--- config.mk ---
export PLATFORM = sky130hd
export DESIGN_NAME = dot_product_fsm
export DESIGN_NICKNAME = d
export VERILOG_FILES = /design/src/rtl/dot_product_pkg.sv /design/src/rtl/dot_product_mac.sv /design/src/rtl/dot_product_fsm.sv
export SDC_FILE = /design/constraint.sdc
export NUM_CORES = 1
export LEC_CHECK = 0
export ABC_AREA = 1
export CORE_MARGIN = 2
export CORE_UTILIZATION = 54
export CTS_CLUSTER_SIZE = 14
export DETAILED_ROUTE_END_ITERATION = 16
export PLACE_DENSITY = 0.75
export SYNTH_ARGS = -nofsm -noshare
export SYNTH_HDL_FRONTEND = slang
export SYNTH_SLANG_ARGS = --single-unit
--- constraint.sdc ---
create_clock -name clk -period 3.6 [get_ports clk]
set_clock_uncertainty 0.2 [all_clocks]
set_input_delay 0.36 -clock clk [delete_from_list [all_inputs] [get_ports clk]]
set_output_delay 0.36 -clock clk [all_outputs]
set_load 0.01 [all_outputs]
--- src/rtl/dot_product_pkg.sv ---
// rtl/dot_product_pkg.sv - shared state encoding and default sizing for the dot-product engine
package dot_product_pkg;

  localparam int DP_DATA_WIDTH = 8;
  localparam int DP_VEC_LEN    = 8;
  localparam int DP_CNT_WIDTH  = 4;
  localparam int DP_ACC_WIDTH  = 19;

  typedef enum logic [1:0] {
    IDLE = 2'd0,
    RUN  = 2'd1,
    DONE = 2'd2
  } state_t;

endpackage

--- src/rtl/dot_product_mac.sv ---
// rtl/dot_product_mac.sv - registered unsigned multiply-accumulate with synchronous clear
module dot_product_mac
  import dot_product_pkg::*;
#(
  parameter int DATA_WIDTH = DP_DATA_WIDTH,
  parameter int ACC_WIDTH  = DP_ACC_WIDTH
) (
  input  logic                  clk,
  input  logic                  rstn,
  input  logic                  clr,
  input  logic                  en,
  input  logic [DATA_WIDTH-1:0] a,
  input  logic [DATA_WIDTH-1:0] b,
  output logic [ACC_WIDTH-1:0]  acc
);

  logic [2*DATA_WIDTH-1:0] prod;

  assign prod = {{DATA_WIDTH{1'b0}}, a} * {{DATA_WIDTH{1'b0}}, b};

  // clear wins over accumulate so a new run never inherits a stale product
  always_ff @(posedge clk or negedge rstn) begin
    if (!rstn) begin
      acc <= '0;
    end else if (clr) begin
      acc <= '0;
    end else if (en) begin
      acc <= acc + {{(ACC_WIDTH-2*DATA_WIDTH){1'b0}}, prod};
    end
  end

endmodule

--- src/rtl/dot_product_fsm.sv ---
// rtl/dot_product_fsm.sv - pops paired FIFO elements, accumulates their products, hands off the sum
module dot_product_fsm
  import dot_product_pkg::*;
#(
  parameter int DATA_WIDTH = DP_DATA_WIDTH,
  parameter int VEC_LEN    = DP_VEC_LEN,
  parameter int CNT_WIDTH  = DP_CNT_WIDTH,
  parameter int ACC_WIDTH  = DP_ACC_WIDTH
) (
  input  logic                  clk,
  input  logic                  rstn,
  input  logic                  start,
  input  logic                  empty_a,
  input  logic                  empty_b,
  input  logic [DATA_WIDTH-1:0] data_a,
  input  logic [DATA_WIDTH-1:0] data_b,
  output logic                  rd_en_a,
  output logic                  rd_en_b,
  output logic [ACC_WIDTH-1:0]  result,
  output logic                  result_valid,
  input  logic                  result_ready,
  output logic                  busy
);

  localparam logic [CNT_WIDTH-1:0] LEN = CNT_WIDTH'(VEC_LEN);

  state_t               state, state_nxt;
  logic [CNT_WIDTH-1:0] issued, consumed;
  logic                 fire_d, pop, clr;
  logic [ACC_WIDTH-1:0] acc;

  always_ff @(posedge clk or negedge rstn) begin
    if (!rstn) state <= IDLE;
    else       state <= state_nxt;
  end

  always_comb begin
    state_nxt = state;
    pop       = 1'b0;
    clr       = 1'b0;
    case (state)
      IDLE: begin
        if (start) begin
          state_nxt = RUN;
          clr       = 1'b1;
        end
      end
      RUN: begin
        pop = !empty_a && !empty_b && (issued < LEN);
        if (consumed == LEN) state_nxt = DONE;
      end
      DONE: begin
        if (result_valid && result_ready) state_nxt = IDLE;
      end
      default: state_nxt = IDLE;
    endcase
  end

  assign rd_en_a = pop;
  assign rd_en_b = pop;
  assign busy    = (state != IDLE);

  // fire_d marks the cycle in which the FIFO read data for a pop is on data_a/data_b
  always_ff @(posedge clk or negedge rstn) begin
    if (!rstn) begin
      issued       <= '0;
      consumed     <= '0;
      fire_d       <= 1'b0;
      result       <= '0;
      result_valid <= 1'b0;
    end else begin
      fire_d <= pop;
      case (state)
        IDLE: begin
          if (start) begin
            issued   <= '0;
            consumed <= '0;
          end
        end
        RUN: begin
          if (pop)    issued   <= issued + 1'b1;
          if (fire_d) consumed <= consumed + 1'b1;
          if (consumed == LEN) begin
            result       <= acc;
            result_valid <= 1'b1;
          end
        end
        DONE: begin
          if (result_ready) result_valid <= 1'b0;
        end
        default: ;
      endcase
    end
  end

  dot_product_mac #(
    .DATA_WIDTH(DATA_WIDTH),
    .ACC_WIDTH (ACC_WIDTH)
  ) u_mac (
    .clk (clk),
    .rstn(rstn),
    .clr (clr),
    .en  (fire_d),
    .a   (data_a),
    .b   (data_b),
    .acc (acc)
  );

endmodule

==> impl_results.md <==
- Status: complete, but fails checks
- Failing checks: setup timing
- Post-synth top flop: dfrtp_1
- IO Pins: 45
- Site row count: 35
- Synth top area share: 24.6%
- Routed vias/inst: 5.05
- Worst R2R Start: u_mac.acc[7]
- HPWL Detailed: 8890 um
- Tmin final: 3.81 ns
- First-pass GRT wire length: 19300 um
- EDFF count, synth: 0
- Final setup vio count: 12
- Clk pwr share: 6.3%
- CP Cell Sequence: buf_2 > buf_6 > buf_4 > nand2_2 > fa_1 > fa_1 > inv_2 > fa_1 > inv_1 > fa_1 > inv_2 > ha_4 > nand2_2 > nor2_1 > nand3_1 > nand2_2 > nand2_1 > nand2_1 > nand3_1 > nand2_1 > nor2_1
- Core Region: 0.00920 mm^2
- Final Hold Viols: 0
- Post-route DRC: 0
- Number of synthesized register bits: 50
- Total power: 6.29 mW
- Simple-Gate Fraction of Synth Area: 20.1%
- Crit path top cell by count: fa_1
- Clock transition at path regs: 0.10 ns
- Initial antenna violation count: 0
- CTS tree: built
- WL/cell: 13.7 um
- Share of cells above drive strength 1: 32.2%
- Gpl congestion: 0.890
- CP max stage delay: 0.52 ns
- Vias in the first global route: 4279
- Library cells used by synthesis: 32
- Crit Path Max Fanout: 6
- Initial core utilization: 55.3%
- Ys async rst share: 100%
- Post-Synth XOR/XNOR Area: 0.172%
- Clk sinks: 50
- Clk_lat worst skew: 0.31 ns
- Sw Ratio: 49.8%
- Slew Limit Fails: 0
- Syn Inst Count: 644
- Mapped Area: 0.00508 mm^2
- Crit share post-route: 106%
- Antenna viol nets, final: 0
- Layout area overhead: 26.6%
- Layout Cells excl Fill: 829
- Crit path max-delay family: adder cells
- LEAKAGE: 3.61 nW
- CTS buffer count: 5
- Die Span X: 101 um
- Least-Margin Pin Slew: 1.10 ns
- Crit path capture type: flop
- Area occupied by multi-input gates: 0.00348 mm^2
- Max-slew headroom: 26.5%
- Hold Path Class: input pin to asynchronous set/reset pin
- Maximum VDD drop: 0.615 mV
- Post-synthesis mux area share: 1.48%
- H-tree depth: 2
- I/O Buffers: 44
- Adder-cell share of the synthesized area: 30.5%
- Worst setup margin: -0.211 ns
- Setup Crit Path Kind: input pin to flop
- Die ar.: 0.0102 mm^2
- Final WL: 11400 um
- Synth Area in Compound Gates: 7.09%
- ANT cells: 0
- Pin count of the biggest net entering global routing: 51
- Die height: 101 um
- Clk root buf: clkbuf_8
- CP arrival: 3.82 ns
- Largest family of logic cells by synthesized area: adder cells
- Tot GR Track Use: 23.5%
- Final-stage net count: 833
- Buf+Inv Stages, Crit Path: 6
- Sequential cell area fraction in the yosys report: 24.6%
- Synthesized Nets: 760
- Int Pwr: 3.16 mW
- Largest cells by area after synthesis: dfrtp_1 (25%), fa_1 (20%), inv_1 (13%), nand2_1 (12%), ha_1 (11%)
- Seq pwr share: 14.1%
- Avg Cell Area, Syn: 7.89 um^2
- PwrDens: 978 mW/mm^2
- Starting DRT DRC Count: 144
- Comb pwr share: 79.5%
- Critical Path Source: data_a[4]
- Yosys top cell by area: dfrtp_1
- Crit start category: input pin
- Crit-path slowest cell: fa_1
- Achievable Freq: 262 MHz
- DRT Pass-1 Iters: 6
- DR vias: 4184
- Fill cell count: 746
- RSZ-0062 raised after global routing: yes
- Clk buf depth: 2
- Grt total ovfl: 0
- Placed insts: 813
- YS warnings: 0
- Register area: 0.00125 mm^2
- P_sw: 3.14 mW
- Final setup TNS: -1.78 ns
- WP data required: 3.61 ns
- Max cap viols: 0
Yosys cell counts (all sizes together), types with 3 or more instances:
cell    instances
nand4           4
nor2           20
fa             50
ha             44
inv           183
a21oi          16
buf             7
nand3b          3
nand3          23
nor3            4
o21ai          36
dfrtp          50
mux2            5
nand2         175
clkbuf         15
cell type report:
| class | instances | area share [%] |
|---|---|---|
| clock buffers | 6 | 1.13 |
| clock inverters | 2 | 0.583 |
| inverters | 183 | 10.7 |
| multi-input cells | 389 | 54.1 |
| flip-flops and latches | 50 | 19.4 |
| well taps | 111 | 2.16 |
| repair buffers | 88 | 11.8 |
cell usage in the layout (no fill, tap or decap), drive strengths merged, types with 2 or more instances in the layout:
cell type        n
dfrtp           50
and2             2
nand4            4
o21bai           2
a21oi           16
nor3             4
fa              50
clkbuf           7
nand3           23
o22ai            2
nand3b           3
buf             59
o21ai           36
nor2            20
clkdlybuf4s50   27
ha              44
nand2          175
mux2             5
inv            183
worst paths after layout:
path                                  to  slack [ns]  cells past startpoint
setup / recovery           u_mac.acc[18]       -0.21                     21
hold / removal             u_mac.acc[11]        0.06                      1
setup reg to reg           u_mac.acc[18]       -0.20                     18
hold reg to reg            u_mac.acc[13]        0.29                      2
max in group asynchronous  u_mac.acc[10]        2.47                      1
min in group clk           u_mac.acc[13]        0.29                      2
per-stage QoR:
| stage | cell area [um^2] | hold WS [ns] | worst slack [ns] | utilization (%) |
|---|---|---|---|---|
| final | 6430 | 0.0632 | -0.211 | 70.0 |
| after global routing | 6430 | 0.154 | -0.342 | 70.0 |
| after CTS | 6250 | 0.103 | -0.208 | 68.0 |
| after detailed placement | 5980 | 0.265 | -1.00 | 65.1 |
| after global placement | 5980 | 0.265 | -0.935 | 65.1 |
| after floorplan | 5490 | -0.136 | -0.225 | - |
sequential cells by signal, summed over array words and instances (netlist names):
name / count
issued: 4
fire_d: 1
state: 2
result_valid: 1
result: 19
consumed: 4
u_mac.acc: 19
power groups by stage:
stage	logic (mW)	clock network (mW)	registers [mW]
floorplan	2.92	0	0.882
global route	5.56	0.424	0.908
global placement	3.99	0	0.883
finish	5.01	0.399	0.889
detailed placement	4.13	0	0.892
CTS	4.54	0.402	0.888
worst reg2reg max path, stage by stage (launching register included):
cell	delay (ns)
dfrtp_1	0.35
inv_2	0.05
fa_1	0.48
inv_1	0.05
fa_1	0.46
fa_1	0.55
inv_1	0.05
fa_1	0.49
inv_2	0.05
ha_4	0.29
nand2_2	0.06
nor2_1	0.10
nand3_1	0.09
nand2_2	0.11
nand2_1	0.07
nand2_1	0.09
nand3_1	0.07
nand2_1	0.08
nor2_1	0.04
logic make-up (layout without fill, tap and decap cells):
| family | after synthesis | in the layout |
|---|---|---|
| simple gates | 232 | 232 |
| mux | 5 | 5 |
| fa+ha+maj | 94 | 94 |
| xor+xnor | 1 | 1 |
| compound gates | 57 | 57 |
| buf+inv | 205 | 279 |
| flops | 50 | 50 |
per-layer routing:
metal  vias to the layer above  global-route usage, %  part of all wire, %  routed length, um
li1                       2036                      -                    -                  -
met1                      2044                   30.8                   41               4710
met2                        84                   41.4                   54               6090
met3                        20                   2.84                  3.0                338
met4                         0                   5.61                  2.0                229
met5                         -                      0                    0                  0
timing repair:
| action | in CTS | in global routing |
|---|---|---|
| resized for setup | 116 | 65 |
| gates cloned | 0 | 0 |
| endpoints found under the setup margin | 15 | 14 |
| setup buffers | 8 | 2 |
| pin swaps | 51 | 59 |
| hold buffers | 0 | 0 |
(Power assumes the default switching activity.)
